--- src/rtl/rvvi_packetizer.sv ---
// Captures one compressed RVVI record per retired instruction and streams its meaningful bytes
// as a single AXI4-Stream frame, stalling the core while the frame is in flight.
module rvvi_packetizer #(
  parameter int XLEN     = 64,
  parameter int MAX_CSRS = 5,
  parameter int AXIW     = 32,
  parameter int GAP      = 4,
  localparam int W       = 72 + 5*XLEN + MAX_CSRS*(XLEN + 16)
) (
  input  logic              clk,
  input  logic              reset,
  input  logic              En,
  input  logic              valid,
  input  logic [W-1:0]      rvvi,
  output logic [AXIW-1:0]   TDATA,
  output logic [AXIW/8-1:0] TKEEP,
  output logic              TVALID,
  output logic              TLAST,
  input  logic              TREADY,
  output logic              RVVIStall,
  output logic [15:0]       DropCount,
  output logic [1:0]        state_o
);

  localparam int BPB        = AXIW / 8;
  localparam int BASE_BYTES = (72 + 5*XLEN) / 8;
  localparam int CSR_BYTES  = (XLEN + 16) / 8;
  localparam int MAX_BYTES  = BASE_BYTES + MAX_CSRS*CSR_BYTES;
  localparam int MAX_BEATS  = (MAX_BYTES + BPB - 1) / BPB;
  localparam int BW         = $clog2(MAX_BYTES + 1);
  localparam int CW         = $clog2(MAX_BEATS) + 1;
  localparam int HW         = MAX_BEATS * AXIW;
  localparam int GW         = (GAP > 0) ? $clog2(GAP + 1) : 1;
  localparam int CSR_LSB    = XLEN + 168;
  localparam logic [GW-1:0] GAP_LAST = GW'((GAP > 0) ? GAP - 1 : 0);

  typedef enum logic [1:0] {IDLE = 2'd0, SEND = 2'd1, GAPWAIT = 2'd2} state_e;

  // Stream handshake: a beat transfers on a rising edge where TVALID & TREADY; once TVALID is
  // raised, TDATA/TKEEP/TLAST stay put until that transfer happens.
  state_e          state_q, state_d;
  logic [HW-1:0]   hold_q, hold_d;
  logic [BW-1:0]   bytes_q, bytes_d;
  logic [CW-1:0]   beats_q, beats_d;
  logic [CW-1:0]   beat_q, beat_d;
  logic [GW-1:0]   gap_q, gap_d;
  logic [15:0]     drop_q, drop_d;

  logic [11:0]     csr_raw, csr_cnt;
  logic [BW-1:0]   bytes_in;
  logic [CW-1:0]   beats_in;
  logic            last_beat, accept;
  int              rem;
  logic [BPB-1:0]  last_keep;

  always_comb begin
    csr_raw  = rvvi[CSR_LSB +: 12];
    csr_cnt  = (csr_raw > 12'(MAX_CSRS)) ? 12'(MAX_CSRS) : csr_raw;
    bytes_in = BW'(BASE_BYTES + int'(csr_cnt) * CSR_BYTES);
    beats_in = CW'((int'(bytes_in) + BPB - 1) / BPB);

    last_beat = (beat_q == beats_q - 1'b1);
    rem       = int'(bytes_q) % BPB;
    for (int k = 0; k < BPB; k++) last_keep[k] = (rem == 0) || (k < rem);

    TVALID = (state_q == SEND);
    TLAST  = TVALID & last_beat;
    TKEEP  = TVALID ? (last_beat ? last_keep : '1) : '0;
    TDATA  = TVALID ? hold_q[int'(beat_q)*AXIW +: AXIW] : '0;
    accept = TVALID & TREADY;

    state_d = state_q;
    hold_d  = hold_q;
    bytes_d = bytes_q;
    beats_d = beats_q;
    beat_d  = beat_q;
    gap_d   = gap_q;
    drop_d  = drop_q;

    if (En && valid && state_q != IDLE && drop_q != 16'hFFFF) drop_d = drop_q + 1'b1;

    case (state_q)
      IDLE: begin
        if (En && valid) begin
          hold_d  = HW'(rvvi);
          bytes_d = bytes_in;
          beats_d = beats_in;
          beat_d  = '0;
          state_d = SEND;
        end
      end
      SEND: begin
        if (accept) begin
          if (last_beat) begin
            beat_d = '0;
            gap_d  = '0;
            state_d = (GAP > 0) ? GAPWAIT : IDLE;
          end else begin
            beat_d = beat_q + 1'b1;
          end
        end
      end
      GAPWAIT: begin
        if (gap_q == GAP_LAST) state_d = IDLE;
        else                   gap_d = gap_q + 1'b1;
      end
      default: state_d = IDLE;
    endcase
  end

  always_ff @(posedge clk) begin
    if (reset) begin
      state_q <= IDLE;
      hold_q  <= '0;
      bytes_q <= '0;
      beats_q <= '0;
      beat_q  <= '0;
      gap_q   <= '0;
      drop_q  <= '0;
    end else begin
      state_q <= state_d;
      hold_q  <= hold_d;
      bytes_q <= bytes_d;
      beats_q <= beats_d;
      beat_q  <= beat_d;
      gap_q   <= gap_d;
      drop_q  <= drop_d;
    end
  end

  // Stall comes only from registered state, so valid/TREADY never reach it combinationally.
  assign RVVIStall = (state_q != IDLE);
  assign DropCount = drop_q;
  assign state_o   = state_q;

endmodule

--- config.mk ---
export PLATFORM = sky130hd
export DESIGN_NAME = rvvi_packetizer
export DESIGN_NICKNAME = d
export VERILOG_FILES = /design/src/rtl/rvvi_packetizer.sv
export SDC_FILE = /design/constraint.sdc
export NUM_CORES = 2
export LEC_CHECK = 0
export CAP_MARGIN = 40
export CORE_AREA = 8 8 325 327
export DETAILED_ROUTE_END_ITERATION = 12
export DIE_AREA = 0 0 333 335
export PLACE_DENSITY = 0.61
export SETUP_SLACK_MARGIN = 0.1
export SKIP_LAST_GASP = 1
export SLEW_MARGIN = 20
export SYNTH_ARGS = -nofsm -noshare
export SYNTH_HDL_FRONTEND = slang
export SYNTH_SLANG_ARGS = --single-unit
--- constraint.sdc ---
create_clock -name clk -period 7.8 [get_ports clk]
set_clock_uncertainty 0.15 [all_clocks]
set_input_delay 2.34 -clock clk [delete_from_list [all_inputs] [get_ports clk]]
set_output_delay 2.34 -clock clk [all_outputs]
set_load 0.01 [all_outputs]
==> results.json <==
{
  "status": "complete, no violations",
  "die_h_um": 335,
  "synth_edf_count": 0,
  "syn_area_mm2": 0.0356,
  "hold_path_depth": 2,
  "clkTransAtPathRegs_ps": 60,
  "htree_levels": 3,
  "root_buffer": "clkbuf_16",
  "rows": 117,
  "drc": 0,
  "slew_violations": 0,
  "cp_max_fo": 28,
  "cts_tree": "built",
  "hold_end": "hold_q[353]$_SDFFE_PP0P_",
  "grt_pass1_vias": 32300,
  "worstSetupEndpointType": "primary output",
  "period_needed_ps": 6660,
  "synth_cell_types": 54,
  "io_pins": 854,
  "die-area_mm2": 0.112,
  "cts_sinks": 827,
  "critPathRequiredTime_ps": 5310,
  "ctsLongestPathBuffers": 3,
  "slew_headroom": 0.376,
  "max_freq_ghz": 0.150,
  "die_w_um": 333,
  "initial_utilization": 0.354,
  "place_congestion": 0.933,
  "drt-initial-drc-count": 3206,
  "crit_type": "register to primary output",
  "hp-class": "register to register",
  "cts_buffers": 90,
  "finalHoldViolCount": 0,
  "ys_seq_elements": 827,
  "overflow": 0,
  "placed_area_mm2": 0.0449,
  "rrSetupSlack_ps": 4830,
  "hold_start": "hold_q[353]$_SDFFE_PP0P_",
  "drt-total-wl_um": 155000,
  "nNetsFinal": 5665,
  "clock_latency_ps": 660,
  "drive_above_1_share": 0.0875,
  "ys_seq_area_frac": 0.465,
  "synth_ff_type": "dfxtp_1",
  "fin_setup_tns_ps": 0,
  "ys_async_sr_fraction": 0,
  "p_per_area_mw_per_mm2": 210,
  "final_area_mm2": 0.0479,
  "reg2reg_depth": 6,
  "routedWlPerCell_um": 24.8,
  "synth_cells": 4203,
  "yosys.area.top_type": "dfxtp_1",
  "setup_viol": 0,
  "r2r-end": "gap_q[1]$_SDFFE_PP0P_",
  "grt_max_degree": 174,
  "power_mw": 10.1,
  "grtUsageTotal": 0.263,
  "place_hpwl_um": 118000,
  "tightest_slew_ps": 936,
  "area_growth_syn_to_layout_pct": 34.6,
  "syn_area_per_cell_um2": 8.47,
  "synthTopCellsByArea": "dfxtp_1 46%, nand2_1 17%, mux4_2 12%",
  "via_per_inst": 5.30,
  "total_leakage_power_nw": 16.3,
  "max_cap_violations": 0,
  "mostFrequentLayoutCell": "nand2_1",
  "setup_slack_ps": 1140,
  "antenna_found_initial": 47,
  "io_buffers": 853,
  "cts_setup_buffers": 0,
  "reg2reg_from": "beat_q[1]$_SDFFE_PP0P_",
  "holdBufCountCts": 0,
  "first_pass_iters": 6,
  "postCtsResizedCells": 0,
  "grt_pass1_wl_um": 220000,
  "final_cell_mix": "1600 x nand2_1, 852 x clkdlybuf4s50_1, 851 x a21oi_1, 822 x dfxtp_1, 192 x mux4_2",
  "rsz0062_at_grt": "no",
  "vias": 33200,
  "pre_cts_slack_ps": 1760,
  "ir_drop_uv": 147,
  "ant_nets": 0,
  "yosysWarnings": 0,
  "startpoint_type": "register",
  "arrival_ps": 4170,
  "period_share": 0.854,
  "core_area_mm2": 0.101,
  "synth_top_area_frac": 0.465
}
-- report_power, final --
group / internal (mW) / total [mW] / switching [mW]
registers: 4.42 / 4.55 / 0.127
logic: 0.616 / 1.21 / 0.598
clock network: 2.53 / 4.32 / 1.79
-- sequential cells by signal (all words and copies together) (netlist names) --
signal     cells
hold_q       792
DropCount     16
beat_q         6
beats_q        6
gap_q          3
bytes_q        2
state_o        2
-- worst max-delay path by stage --
stage	start	to	slack, ps	depth (start not counted)
2_1_floorplan	rvvi[239]	beats_q[3]$_SDFFE_PP0P_	2790	11
3_3_place_gp	beat_q[0]$_SDFFE_PP0P_	TDATA[19]	1470	7
3_5_place_dp	beat_q[0]$_SDFFE_PP0P_	TDATA[19]	1760	8
4_1_cts	beat_q[0]$_SDFFE_PP0P_	TDATA[19]	1000	8
5_1_grt	beat_q[0]$_SDFFE_PP0P_	TDATA[19]	920	8
6_report	beat_q[0]$_SDFFE_PP0P_	TDATA[19]	1140	8
-- area by class of cell --
type / instances / area, um2
Timing Repair Buffer: 911 / 9240
Fill cell: 9842 / 52800
Multi-Input combinational cell: 3013 / 17400
Sequential cell: 827 / 16600
Clock buffer: 145 / 2740
Tap cell: 1309 / 1640
Inverter: 13 / 48.8
Clock inverter: 18 / 235
Antenna cell: 36 / 90.1
-- logic make-up after synthesis --
| kind of cell | Yosys count | synth area share |
|---|---|---|
| other cells | 1 | 0.000105 |
| flops | 827 | 0.465 |
| buf+inv | 364 | 0.0477 |
| simple gates | 1763 | 0.193 |
| compound gates | 913 | 0.132 |
| xor+xnor | 26 | 0.00639 |
| mux | 297 | 0.152 |
| fa+ha+maj | 12 | 0.00443 |
-- stage by stage --
step	instances	utilization	hold slack [ps]
2_1_floorplan	4204	-	283
3_3_place_gp	6069	0.445	288
3_5_place_dp	6072	0.446	293
4_1_cts	6235	0.475	301
5_1_grt	6263	0.476	316
6_report	6272	0.476	298
-- per-layer routing --
metal / wire, um / vias to the layer above / GRT usage
met3: 11500 / 242 / 0.0605
li1: - / 15500 / -
met2: 73000 / 1346 / 0.425
met1: 65000 / 16100 / 0.342
met4: 5860 / 12 / 0.103
met5: 79 / - / 0
-- critical path: stages (launching register included) --
cell and delay (ps):
dfxtp_4 550, buf_16 270, buf_12 290, mux4_2 270, mux2i_1 180, mux2i_1 450, nor2_1 90, a211oi_1 620
clkdlybuf4s50_1 690
-- synthesized netlist by cell type (all sizes together), types with 4 or more instances --
| cell | count |
|---|---|
| a211oi | 14 |
| a21oi | 851 |
| and3 | 7 |
| buf | 197 |
| clkbuf | 154 |
| dfxtp | 827 |
| ha | 11 |
| inv | 13 |
| mux2 | 24 |
| mux2i | 81 |
| mux4 | 192 |
| nand2 | 1600 |
| nand2b | 6 |
| nand3 | 10 |
| nand4 | 10 |
| nand4b | 5 |
| nor2 | 87 |
| nor3 | 14 |
| nor4 | 4 |
| o2111ai | 4 |
| o21ai | 6 |
| o22ai | 26 |
| or3 | 4 |
| xnor2 | 7 |
| xor2 | 19 |
Note: power is estimated with default switching activity, not from simulation.
